$ cat config.mk
export PLATFORM = sky130hd
export DESIGN_NAME = instr_fetch_unit_flat
export DESIGN_NICKNAME = d
export VERILOG_FILES = /design/src/rtl/riscv_pkg.sv /design/src/rtl/instr_fetch_unit_if.sv /design/src/rtl/fetch_fifo.sv /design/src/rtl/instr_fetch_unit.sv /design/src/flat_wrapper.sv
export SDC_FILE = /design/constraint.sdc
export NUM_CORES = 1
export LEC_CHECK = 0
export CORE_MARGIN = 1.5
export CORE_UTILIZATION = 40
export DETAILED_ROUTE_END_ITERATION = 7
export PLACE_DENSITY = 0.74
export SYNTH_ARGS = -nofsm -noshare
export SYNTH_HDL_FRONTEND = slang
export SYNTH_HIERARCHICAL = 1
export SYNTH_SLANG_ARGS = --single-unit
$ cat constraint.sdc
create_clock -name clk -period 11.7 [get_ports clk]
set_clock_uncertainty 0.15 [all_clocks]
set_input_delay 2.34 -clock clk [delete_from_list [all_inputs] [get_ports clk]]
set_output_delay 2.34 -clock clk [all_outputs]
set_load 0.03 [all_outputs]
$ cat src/rtl/riscv_pkg.sv
`default_nettype none
// +----------------------------------------------------------------------+
// | riscv_pkg                                                            |
// | Shared RV32I constants and the fetch queue entry type.               |
// | Rev 1.0                                                              |
// +----------------------------------------------------------------------+
package riscv_pkg;

  localparam int XLEN = 32;

  localparam logic [XLEN-1:0] RV32I_NOP        = 32'h0000_0013;
  localparam logic [XLEN-1:0] RESET_PC_DEFAULT = 32'h0040_0000;

  typedef struct packed {
    logic [XLEN-1:0] pc;
    logic [XLEN-1:0] instr;
  } fetch_entry_t;

  // Sequential successor of a word address; wraps modulo 2^32.
  function automatic logic [XLEN-1:0] pc_next(input logic [XLEN-1:0] pc);
    return pc + 32'd4;
  endfunction

endpackage
`default_nettype wire

$ cat src/rtl/instr_fetch_unit_if.sv
`default_nettype none
// +----------------------------------------------------------------------+
// | instr_fetch_unit_if                                                  |
// | Instruction memory request/grant bus with synchronous read data.     |
// | Rev 1.0                                                              |
// +----------------------------------------------------------------------+
interface instr_fetch_unit_if #(
  parameter int DATA_WIDTH = 32
) ();

  logic                  imem_req;
  logic [DATA_WIDTH-1:0] imem_addr;
  logic                  imem_gnt;
  logic [DATA_WIDTH-1:0] imem_rdata;

  modport master (
    output imem_req,
    output imem_addr,
    input  imem_gnt,
    input  imem_rdata
  );

  modport slave (
    input  imem_req,
    input  imem_addr,
    output imem_gnt,
    output imem_rdata
  );

endinterface
`default_nettype wire

$ cat src/rtl/fetch_fifo.sv
`default_nettype none
// +----------------------------------------------------------------------+
// | fetch_fifo                                                           |
// | Synchronous DEPTH-entry queue of {pc, instr} with combinational head.|
// | Rev 1.0                                                              |
// +----------------------------------------------------------------------+
module fetch_fifo
  import riscv_pkg::*;
#(
  parameter int DEPTH = 4
) (
  input  logic                     clk,
  input  logic                     reset,
  input  logic                     clear,
  input  logic                     push,
  input  fetch_entry_t             push_data,
  input  logic                     pop,
  output fetch_entry_t             head,
  output logic [$clog2(DEPTH):0]   count
);

  localparam int PTR_W = $clog2(DEPTH);
  localparam logic [PTR_W-1:0] PTR_ONE = PTR_W'(1);
  localparam logic [PTR_W:0]   CNT_ONE = (PTR_W + 1)'(1);

  fetch_entry_t     mem_q [DEPTH];
  fetch_entry_t     mem_d [DEPTH];
  logic [PTR_W-1:0] wr_ptr_q, wr_ptr_d;
  logic [PTR_W-1:0] rd_ptr_q, rd_ptr_d;
  logic [PTR_W:0]   count_q, count_d;

  always_comb begin
    mem_d    = mem_q;
    wr_ptr_d = wr_ptr_q;
    rd_ptr_d = rd_ptr_q;
    count_d  = count_q;
    if (clear) begin
      wr_ptr_d = '0;
      rd_ptr_d = '0;
      count_d  = '0;
    end else begin
      if (push) begin
        mem_d[wr_ptr_q] = push_data;
        wr_ptr_d        = wr_ptr_q + PTR_ONE;
      end
      if (pop) begin
        rd_ptr_d = rd_ptr_q + PTR_ONE;
      end
      case ({push, pop})
        2'b10:   count_d = count_q + CNT_ONE;
        2'b01:   count_d = count_q - CNT_ONE;
        default: count_d = count_q;
      endcase
    end
  end

  always_ff @(posedge clk or posedge reset) begin
    if (reset) begin
      wr_ptr_q <= '0;
      rd_ptr_q <= '0;
      count_q  <= '0;
    end else begin
      wr_ptr_q <= wr_ptr_d;
      rd_ptr_q <= rd_ptr_d;
      count_q  <= count_d;
    end
  end

  // Payload storage needs no reset; count gates every read of it.
  always_ff @(posedge clk) begin
    mem_q <= mem_d;
  end

  assign head  = mem_q[rd_ptr_q];
  assign count = count_q;

endmodule
`default_nettype wire

$ cat src/rtl/instr_fetch_unit.sv
`default_nettype none
// +----------------------------------------------------------------------+
// | instr_fetch_unit                                                     |
// | Decoupled RV32I fetch: sequential word fetch, credit-limited queue,  |
// | redirect flush. Build option FETCH_BYPASS_EN forwards a response     |
// | straight to the outputs when the queue is empty.                     |
// | Rev 1.0                                                              |
// +----------------------------------------------------------------------+
module instr_fetch_unit
  import riscv_pkg::*;
#(
  parameter int                DATA_WIDTH = 32,
  parameter logic [XLEN-1:0]   RESET_PC   = RESET_PC_DEFAULT,
  parameter int                DEPTH      = 4
) (
  input  logic                  clk,
  input  logic                  reset,
  instr_fetch_unit_if.master    imem,
  input  logic                  redirect,
  input  logic [DATA_WIDTH-1:0] redirect_pc,
  input  logic                  stall,
  output logic                  valid_f,
  output logic [DATA_WIDTH-1:0] InstrF,
  output logic [DATA_WIDTH-1:0] PCF,
  output logic [DATA_WIDTH-1:0] PCPlus4F
);

  localparam int CNT_W = $clog2(DEPTH) + 1;

  logic [DATA_WIDTH-1:0] pc_q, pc_d;
  logic [DATA_WIDTH-1:0] inflight_pc_q, inflight_pc_d;
  logic                  inflight_q, inflight_d;
  logic                  kill_q, kill_d;

  logic [CNT_W-1:0] fifo_count;
  fetch_entry_t     fifo_head;
  fetch_entry_t     head;
  fetch_entry_t     rsp_entry;
  logic             rsp_valid;
  logic             bypass_hit;
  logic             pop;
  logic             fifo_pop;
  logic             push;
  logic             issue;
  logic             accept;
  logic [CNT_W:0]   credit_used;
  logic             redirect_pc_unused;

  assign redirect_pc_unused = ^redirect_pc[1:0];

  always_comb begin
    rsp_valid = inflight_q & ~kill_q;
    rsp_entry = '{pc: inflight_pc_q, instr: imem.imem_rdata};
`ifdef FETCH_BYPASS_EN
    bypass_hit = rsp_valid & (fifo_count == '0);
`else
    bypass_hit = 1'b0;
`endif
    head     = bypass_hit ? rsp_entry : fifo_head;
    valid_f  = (fifo_count != '0) | bypass_hit;
    pop      = valid_f & ~stall & ~redirect;
    fifo_pop = pop & ~bypass_hit;
    // A bypassed response consumed this cycle never occupies a slot.
    push     = rsp_valid & ~redirect & ~(bypass_hit & pop);

    // Outstanding work is queued entries plus the response still in flight.
    credit_used = {1'b0, fifo_count}
                + {{CNT_W{1'b0}}, inflight_q}
                - {{CNT_W{1'b0}}, pop};
    issue  = ~redirect & (credit_used < (CNT_W + 1)'(DEPTH));
    accept = issue & imem.imem_gnt;

    pc_d = pc_q;
    if (redirect) begin
      pc_d = {redirect_pc[DATA_WIDTH-1:2], 2'b00};
    end else if (accept) begin
      pc_d = pc_next(pc_q);
    end
    inflight_d    = accept;
    inflight_pc_d = accept ? pc_q : inflight_pc_q;
    kill_d        = redirect & inflight_q;
  end

  always_ff @(posedge clk or posedge reset) begin
    if (reset) begin
      pc_q          <= RESET_PC;
      inflight_pc_q <= RESET_PC;
      inflight_q    <= 1'b0;
      kill_q        <= 1'b0;
    end else begin
      pc_q          <= pc_d;
      inflight_pc_q <= inflight_pc_d;
      inflight_q    <= inflight_d;
      kill_q        <= kill_d;
    end
  end

  fetch_fifo #(
    .DEPTH (DEPTH)
  ) u_fetch_fifo (
    .clk       (clk),
    .reset     (reset),
    .clear     (redirect),
    .push      (push),
    .push_data (rsp_entry),
    .pop       (fifo_pop),
    .head      (fifo_head),
    .count     (fifo_count)
  );

  assign imem.imem_req  = issue & ~reset;
  assign imem.imem_addr = pc_q;

  // With nothing to present, PCF tracks the next fetch address.
  assign InstrF   = valid_f ? head.instr : RV32I_NOP;
  assign PCF      = valid_f ? head.pc    : pc_q;
  assign PCPlus4F = pc_next(PCF);

endmodule
`default_nettype wire
$ cat src/flat_wrapper.sv
// flat-port wrapper written by rule: the top's interface ports become plain ports
module instr_fetch_unit_flat import riscv_pkg::*;
#(
  parameter int                DATA_WIDTH = 32,
  parameter logic [XLEN-1:0]   RESET_PC   = RESET_PC_DEFAULT,
  parameter int                DEPTH      = 4
)
  (clk, reset, redirect, redirect_pc, stall, valid_f, InstrF, PCF, PCPlus4F, imem_imem_req, imem_imem_addr, imem_imem_gnt, imem_imem_rdata);
  instr_fetch_unit_if #(.DATA_WIDTH(DATA_WIDTH)) imem_i ();
  input  logic clk;
  input  logic reset;
  input  logic redirect;
  input  logic [DATA_WIDTH-1:0] redirect_pc;
  input  logic stall;
  output logic valid_f;
  output logic [DATA_WIDTH-1:0] InstrF;
  output logic [DATA_WIDTH-1:0] PCF;
  output logic [DATA_WIDTH-1:0] PCPlus4F;
  output wire logic [$bits(imem_i.imem_req)-1:0] imem_imem_req;
  output wire logic [$bits(imem_i.imem_addr)-1:0] imem_imem_addr;
  input wire logic [$bits(imem_i.imem_gnt)-1:0] imem_imem_gnt;
  input wire logic [$bits(imem_i.imem_rdata)-1:0] imem_imem_rdata;
  assign imem_imem_req = imem_i.imem_req;
  assign imem_imem_addr = imem_i.imem_addr;
  assign imem_i.imem_gnt = imem_imem_gnt;
  assign imem_i.imem_rdata = imem_imem_rdata;
  instr_fetch_unit #(.DATA_WIDTH(DATA_WIDTH), .RESET_PC(RESET_PC), .DEPTH(DEPTH)) u_core (.clk(clk), .reset(reset), .imem(imem_i), .redirect(redirect), .redirect_pc(redirect_pc), .stall(stall), .valid_f(valid_f), .InstrF(InstrF), .PCF(PCF), .PCPlus4F(PCPlus4F));
endmodule
Yosys cells after proc, flatten, opt, wreduce, memory -nomap -nowiden
Cells that the tools add are included.
{"block": "word_totals", "regBits": 329, "inputBits": 69, "output_inout_bits": 130}
{"block": "op_classes", "n_addsub": 8, "n_lt_le_gt_ge": 4, "eq_ne": 2, "n_mux": 16, "n_bitwise": 14, "reduce_logical": 7}
{"cell": "256-bit bitwise mux", "n": 1}
{"cell": "64-bit two-way mux", "n": 3}
{"cell": "64-bit binary-select mux with 2-bit select", "n": 1}
{"cell": "64-bit demux with 2-bit select", "n": 1}
{"cell": "32-bit two-way mux", "n": 4}
{"cell": "32-bit by 3-bit adder with 32-bit output (second input constant)", "n": 2}
{"cell": "1-bit bitwise AND", "n": 8}
{"cell": "2-bit two-way mux", "n": 4}
{"cell": "3-bit greater-or-equal comparator (second input constant)", "n": 2}
{"cell": "2-bit NOT with 3-bit output", "n": 2}
{"cell": "3-bit case mux with 2 select lines", "n": 1}
{"cell": "2-bit nonzero test", "n": 3}
{"cell": "3-bit nonzero test", "n": 2}
{"cell": "2-bit by 1-bit adder with 2-bit output (second input constant)", "n": 2}
{"cell": "3-bit by 1-bit adder with 4-bit output", "n": 1}
{"cell": "4-bit by 3-bit < comparator with 1-bit output (second input constant)", "n": 1}
{"cell": "1-bit NOT", "n": 4}
{"cell": "4-bit by 1-bit subtractor with 4-bit output", "n": 1}
{"cell": "3-bit by 1-bit adder with 3-bit output (second input constant)", "n": 1}
{"cell": "3-bit by 1-bit < comparator with 1-bit output (second input constant)", "n": 1}
{"cell": "3-bit two-way mux", "n": 1}
{"cell": "3-bit by 1-bit subtractor with 3-bit output (second input constant)", "n": 1}
{"cell": "2-bit by 1-bit == test with 1-bit output (second input constant)", "n": 1}
{"cell": "2-bit == test (second input constant)", "n": 1}
{"cell": "other kinds (2)", "n": 2}

Longest topological paths before layout
Gate-level depths: netlist (run 1).
{"block": "logic_depth", "ltp_word": 9, "depth_mapped": 14, "mapped_depth_nobuf": 10}

Cells and area by module
The synthesis (run 1) kept the hierarchy.
{"mod": "fetch_fifo", "n_inst": 1, "cells_each": 376, "area_per_inst_um2": 9660.5}
{"mod": "instr_fetch_unit", "n_inst": 1, "cells_each": 530, "area_per_inst_um2": 4484.3}

Least setup slack after synthesis (run 1)
No wires, ideal clock.
{"block": "synth_path", "path_kind": "input-to-output", "start": "in redirect", "end": "out imem_imem_req", "arrival_ps": 5231, "required_time_ps": 9210, "slack_ps": 3979, "cell_stages": 9, "cell_sequence": "clkbuf_1 > clkbuf_1 > nor3_1 > ha_1 > inv_1 > ha_1 > and3b_1 > or4_1 > a211oi_1"}
{"block": "synth_via", "elab_chain_cells": 6}
{"element": "start: declaration", "line": "flat_wrapper.sv:12", "rtl": "input logic redirect;"}
{"element": "1-bit NOT (no line)"}
{"element": "1-bit bitwise AND", "line": "instr_fetch_unit.sv:61", "rtl": "pop = valid_f & ~stall & ~redirect;"}
{"element": "via u_core.fifo_pop", "line": "instr_fetch_unit.sv:42", "rtl": "logic fifo_pop;"}
{"element": "4-bit by 1-bit subtractor with 4-bit output", "line": "instr_fetch_unit.sv:69", "rtl": "- {{CNT_W{1'b0}}, pop};"}
{"element": "4-bit by 3-bit < comparator with 1-bit output", "line": "instr_fetch_unit.sv:70", "rtl": "issue = ~redirect & (credit_used < (CNT_W + 1)'(DEPTH));"}
{"element": "1-bit bitwise AND", "line": "instr_fetch_unit.sv:70"}
{"element": "1-bit bitwise AND", "line": "instr_fetch_unit.sv:111", "rtl": "assign imem.imem_req = issue & ~reset;"}
{"element": "end: declaration", "line": "flat_wrapper.sv:19", "rtl": "output wire logic [$bits(imem_i.imem_req)-1:0] imem_imem_req;"}
The timed path passes the listed nets, and every way through them passes these cells.

Worst setup path after layout (run 1)
Same ends and word-level chain as after synthesis.

==> results of run 1 <==
==> area by class of cell <==
class / instances / area (sq um)
fillers: 2900 / 17100
flip-flops and latches: 325 / 9420
multi-input cells: 517 / 4420
repair buffers: 205 / 2020
clock buffers: 47 / 971
well taps: 455 / 569
clock inverters: 14 / 121
inverters: 26 / 98.8
==> power groups by stage <==
stage | Combinational [W] | Sequential [W] | Clock [W]
2_1_floorplan | 0.000396 | 0.00144 | 0
3_3_place_gp | 0.000661 | 0.00144 | 0
3_5_place_dp | 0.000667 | 0.00145 | 0
4_1_cts | 0.000671 | 0.00142 | 0.00107
5_1_grt | 0.000706 | 0.00144 | 0.00111
6_report | 0.000665 | 0.00142 | 0.00105
==> cell usage after synthesis (all sizes together) (4+ instances only) <==
cell,n
nand2,77
edfxtp,256
or3,8
xnor2,19
nand4,11
o21ai,29
nand2b,5
a21oi,7
o31ai,4
dfrtp,67
nor2,48
and2,38
ha,9
mux2i,15
nor4,16
o211ai,8
nand3,16
xor2,28
nor3,15
inv,26
o2111ai,7
buf,25
a31oi,14
or4,5
and3,4
clkbuf,22
mux2,32
mux4,64
==> registers in the layout, indices dropped and copies added, names as in the netlist <==
name	cells
u_core/imem.imem_addr	30
u_core/inflight_q	1
u_core/u_fetch_fifo/rd_ptr_q	2
u_core/kill_q	1
u_core/u_fetch_fifo/mem_q	256
u_core/inflight_pc_q	30
u_core/u_fetch_fifo/wr_ptr_q	2
u_core/u_fetch_fifo/count	3
==> cell families (layout without fill, tap and decap cells) <==
logic type	after synthesis	after routing	synth area share
DFF	325	325	0.666
and+or+nand+nor	251	251	0.0911
muxes	111	111	0.138
AOI/OAI and AO/OA	88	88	0.0417
buffers and inverters	73	292	0.0248
xor gates and xnor gates	47	47	0.0291
adders and majority gates	10	10	0.00938
other	1	10	0.000265
==> worst max path at each step <==
| stage | depth (start not counted) | end |
|---|---|---|
| 2_1_floorplan | 9 | imem_imem_req |
| 6_report | 10 | imem_imem_req |
| 5_1_grt | 10 | imem_imem_req |
| 3_3_place_gp | 10 | imem_imem_req |
| 3_5_place_dp | 10 | imem_imem_req |
| 4_1_cts | 10 | imem_imem_req |
==> layer usage <==
metal  vias up  share of wire  wire [um]
li1       3869              -          -
met1      4353           0.40      13900
met2       395           0.49      16900
met3        50          0.089       3080
met4         0          0.021        724
met5         -              0          0
==> worst max-delay path, stage by stage <==
cell             delay [ns]
clkdlybuf4s50_1        0.40
buf_4                  0.29
nor3_1                 0.70
ha_1                   0.27
inv_1                  0.04
ha_1                   0.25
and3b_1                0.22
or4_1                  0.48
a211oi_1               0.26
clkdlybuf4s50_1        0.72
==> stage by stage <==
stage	total power, W	setup slack [ns]	cell area (sq um)
floorplan	0.00183	3.98	14200
global placement	0.00210	3.23	16500
detailed placement	0.00212	3.24	16500
CTS	0.00317	3.23	17600
global route	0.00326	3.02	17600
finish	0.00314	3.21	17600
==> metrics.cfg, run 1 <==
[logic_synthesis]
ys_async_sr_fraction=0.212
synth_cells=906
syn_area_per_cell_sq_um=15.6
synth_top_flop_cell=edfxtp_1
synth_top_area_frac=0.543
synth_area_leaders=edfxtp_1 54%, dfrtp_1 12%, mux4_2 10%, mux2_2 2.5%, nand2_1 2.0%
synth_top_area_cell=edfxtp_1
ys_ff_latch=325
synth_warnings=6
synth-seq-area-share=0.666
synth.distinct_cells=61
synth_area_sq_um=14100
synth_edf_count=256

[worst_setup_path]
required_ns=9.21
worst_r2r_endpoint=u_core/imem.imem_addr[24]$_DFFE_PP0P_
worst_setup_path_end_kind=primary output
r2r-start=u_core/u_fetch_fifo/count[1]$_DFFE_PP0P_
crit_start=redirect
reg2regPathDepth=11
start_kind=input pin
crit_arrival_ns=6.00
r2r_setup_slack_ns=6.93
critPathMaxFanout=46
criticalPathCategory=in2out

[timing]
whs_ns=0.359
period_share=0.725
setup_viol=0
min_period_ns=8.49
setup-tns-final_ns=0
relSlewSlack=0.268
fmax_mhz=118
grt_setup_unrepaired=false
finalHoldViolations=0
slew_violations=0
worst_slew_pin_slew_ns=1.10

[floorplanning]
start_util=0.407
rows=68
pin_count=199
die_h_um=191
fp.dieW_um=191
dieArea_sq_um=36500
core-area_sq_um=34700

[finish]
layout_commonest_cell=edfxtp_1
diodes=0
fin_util=0.508
syn2layout_area_growth_pct=24.6
fin_cells=1589
final_cell_mix=256 x edfxtp_1, 194 x clkdlybuf4s50_1, 77 x nand2_1
fin_nets=1188
layout-drive-gt1-share=0.153

[global_route]
grt-busiest-layer=met2
grt.met3_usage=0.0472
antenna_found_initial=0
grt_pass1_vias=8799
grt_max_degree=80
grt_remaining_overflow=0
grtUsageTotal=0.191
grt_util_met1=0.252
grt_use_met2=0.314
grt_pass1_wl_um=52400

[min_path]
hold_end=u_core/kill_q$_DFF_PP0_
hold_class=reg2reg
holdPathStages=1
holdCritStartpoint=u_core/inflight_q$_DFF_PP0_

[power]
seqPwrFrac=0.454
switching_share=0.283
comb_power_share=0.212
intPower_w=0.00225
switchingPower_w=0.000888
p_leak_nw=5.97
clockPowerShare=0.334
ir_drop_mv=0.170
power_density_nw_per_um2=178

[clock_tree]
cts_hold_buf=0
path_clk_slew_ns=0.06
cts_setup_buffers=0
root_buffer=clkbuf_16
htreeDepth=2
clock-sinks=325
cts_tree=yes
clockBufferDepth=3
cts_buffers=34
cts-resized-gates=0
clk_latency_ns=0.51

[placement]
placed_cells=1528
gp_congestion=0.796
port_buffers=194
hpwl_um=22000

[route]
dr.first_iter.drc_count=639
drtPass1Iterations=5
viasPerCell=5.45
antenna_left=0
remaining_drc_errors=0
wl_per_cell_um=21.8
routed_wl_um=34600
vias=8667

[run]
drv_cap=0

[outcome]
status=complete, no violations

(Power assumes the default switching activity.)
==> run 2, diff against run 1 <==
Clock period 11.7 ns to 8.15 ns, I/O delays scaled along.
==> run 2 against run 1 <==
Core utilization about the same. Flip-flop and latch count unchanged. Non-clock buffer count increased by 2. Via count increased by 2.4%. Sequential power increased by 44%. Sequential share of layout area about the same. Worst hold slack got worse by 0.0061 ns. Register-to-register slack got worse by 3.8 ns. Critical endpoint is now PCPlus4F[24].
==> metrics.cfg, run 2 (synthesized netlist as in run 1, its figures left out) <==
[outcome]
status=complete, no violations

[clock_tree]
clockBufferDepth=3  ; unchanged
clock-sinks=325  ; unchanged
root_buffer=clkbuf_16
cts_hold_buf=0  ; unchanged
cts_buffers=35  ; +2.9%
htreeDepth=2  ; unchanged
cts_setup_buffers=0  ; unchanged
path_clk_slew_ns=0.06  ; about the same
cts-resized-gates=0  ; unchanged
clk_latency_ns=0.51  ; about the same
cts_tree=yes

[global_route]
grt_max_degree=65  ; -19%
grt_pass1_wl_um=52900  ; +0.99%
grtUsageTotal=0.193  ; +0.00201
antenna_found_initial=0  ; unchanged
grt_remaining_overflow=0  ; unchanged
grt_pass1_vias=8852  ; +0.60%

[timing]
min_period_ns=6.60
whs_ns=0.353  ; -0.00606 ns
grt_setup_unrepaired=false
relSlewSlack=0.242  ; -0.0262
slew_violations=0  ; unchanged
worst_slew_pin_slew_ns=1.14  ; +0.0393 ns
fmax_mhz=152
period_share=0.810
finalHoldViolations=0  ; unchanged
finalWorstSetupSlack_ns=1.55  ; -1.66 ns
setup_viol=0  ; unchanged
setup-tns-final_ns=0  ; unchanged

[run]
drv_cap=0  ; unchanged

[route]
vias=8878  ; +2.4%
drtPass1Iterations=5  ; unchanged
viasPerCell=5.58  ; +2.4%
wl_per_cell_um=22.1  ; +1.6%
remaining_drc_errors=0  ; unchanged
dr.first_iter.drc_count=659  ; +3.1%
routed_wl_um=35100  ; +1.6%
antenna_left=0  ; unchanged

[placement]
placed_cells=1530  ; +0.13%
dp_slack_ns=1.85  ; -1.39 ns
port_buffers=194  ; unchanged
hpwl_um=22200  ; +0.99%
gp_congestion=0.818  ; +2.8%

[power]
seqPwrFrac=0.453  ; about the same
switching_share=0.287  ; +0.00325
comb_power_share=0.215  ; +0.003
ir_drop_mv=0.154  ; -9.5%
switchingPower_w=0.00130  ; +46%
power_density_nw_per_um2=257  ; +44%
intPower_w=0.00323  ; +44%
clockPowerShare=0.333  ; about the same
p_leak_nw=5.98  ; +0.27%
total_power_w=0.00452  ; +44%

[min_path]
hold_class=reg2reg

[finish]
fin_nets=1191  ; +0.25%
layout_commonest_cell=edfxtp_1
largest_register_ffs=256  ; unchanged
layout-drive-gt1-share=0.156  ; +0.00251
fin_cells=1590  ; +0.063%
diodes=0  ; unchanged
final_cell_mix=256 x edfxtp_1, 194 x clkdlybuf4s50_1, 77 x nand2_1
fill_cells=2955  ; +1.9%
syn2layout_area_growth_pct=24.7  ; about the same
largest-register=u_core/u_fetch_fifo/mem_q

[worst_setup_path]
criticalPathCategory=reg2out
worst_setup_path_end_kind=primary output
required_ns=6.37  ; -2.84 ns
crit_arrival_ns=4.82  ; -1.18 ns
start_kind=flip-flop
critPathMaxFanout=36  ; -22%

[floorplanning]
start_util=0.407  ; unchanged
pin_count=199  ; unchanged
dieArea_sq_um=36500  ; unchanged
core-area_sq_um=34700  ; unchanged
rows=68  ; unchanged
die_h_um=191  ; unchanged
fp.dieW_um=191  ; unchanged

run 2: layout make-up:
| class | instances | area [sq um] | share of cell area |
|---|---|---|---|
| Clock buffer | 42 | 912 | 0.0517 |
| Clock inverter | 18 | 170 | 0.00965 |
| Inverter | 26 | 98.8 | 0.00561 |
| Multi-Input combinational cell | 517 | 4420 | 0.251 |
| Sequential cell | 325 | 9420 | 0.534 |
| Tap cell | 455 | 569 | 0.0323 |
| Timing Repair Buffer | 207 | 2040 | 0.116 |
run 2: final timing paths:
check	from	endpoint	slack [ns]	depth (start not counted)
max reg2reg	u_core/u_fetch_fifo/count[2]$_DFFE_PP0P_	u_core/inflight_pc_q[28]$_DFFE_PP0P_	3.16	14
min	u_core/inflight_pc_q[29]$_DFFE_PP0P_	u_core/u_fetch_fifo/mem_q[125]$_DFFE_PP_	0.35	0
min reg2reg	u_core/inflight_pc_q[29]$_DFFE_PP0P_	u_core/u_fetch_fifo/mem_q[125]$_DFFE_PP_	0.35	0
max in group asynchronous	reset	u_core/inflight_pc_q[3]$_DFFE_PP0P_	5.51	3
min in group asynchronous	reset	u_core/u_fetch_fifo/count[2]$_DFFE_PP0P_	1.32	2
max	u_core/u_fetch_fifo/rd_ptr_q[0]$_DFFE_PP0P_	PCPlus4F[24]	1.55	10
run 2: layer usage:
metal / vias up / track usage / part of all wire
met4: 0 / 0.0500 / 0.016
met1: 4546 / 0.262 / 0.41
li1: 3874 / - / -
met2: 412 / 0.319 / 0.49
met5: - / 0 / 0
met3: 46 / 0.0389 / 0.089
run 2: power groups by stage:
stage,logic [W],registers (W),clock network (W)
CTS,0.000976,0.00205,0.00154
floorplan,0.000569,0.00206,0
global route,0.00103,0.00206,0.00160
global placement,0.000958,0.00207,0
detailed placement,0.000970,0.00208,0
finish,0.000971,0.00205,0.00151
run 2: worst max-delay path, stage by stage, from the launching register on:
cell and delay, ns:
dfrtp_4 0.92, mux4_2 0.69, mux2i_1 0.28, inv_1 0.10, ha_1 0.26, inv_1 0.18
nor4_1 0.10, o22ai_1 0.70, nor2_1 0.16, xor2_1 0.19, clkdlybuf4s50_1 0.69
run 2: metrics by stage:
step	util	cell area, sq um
floorplan	-	14200
global placement	0.477	16600
detailed placement	0.477	16600
CTS	0.508	17600
global route	0.508	17600
finish	0.508	17600
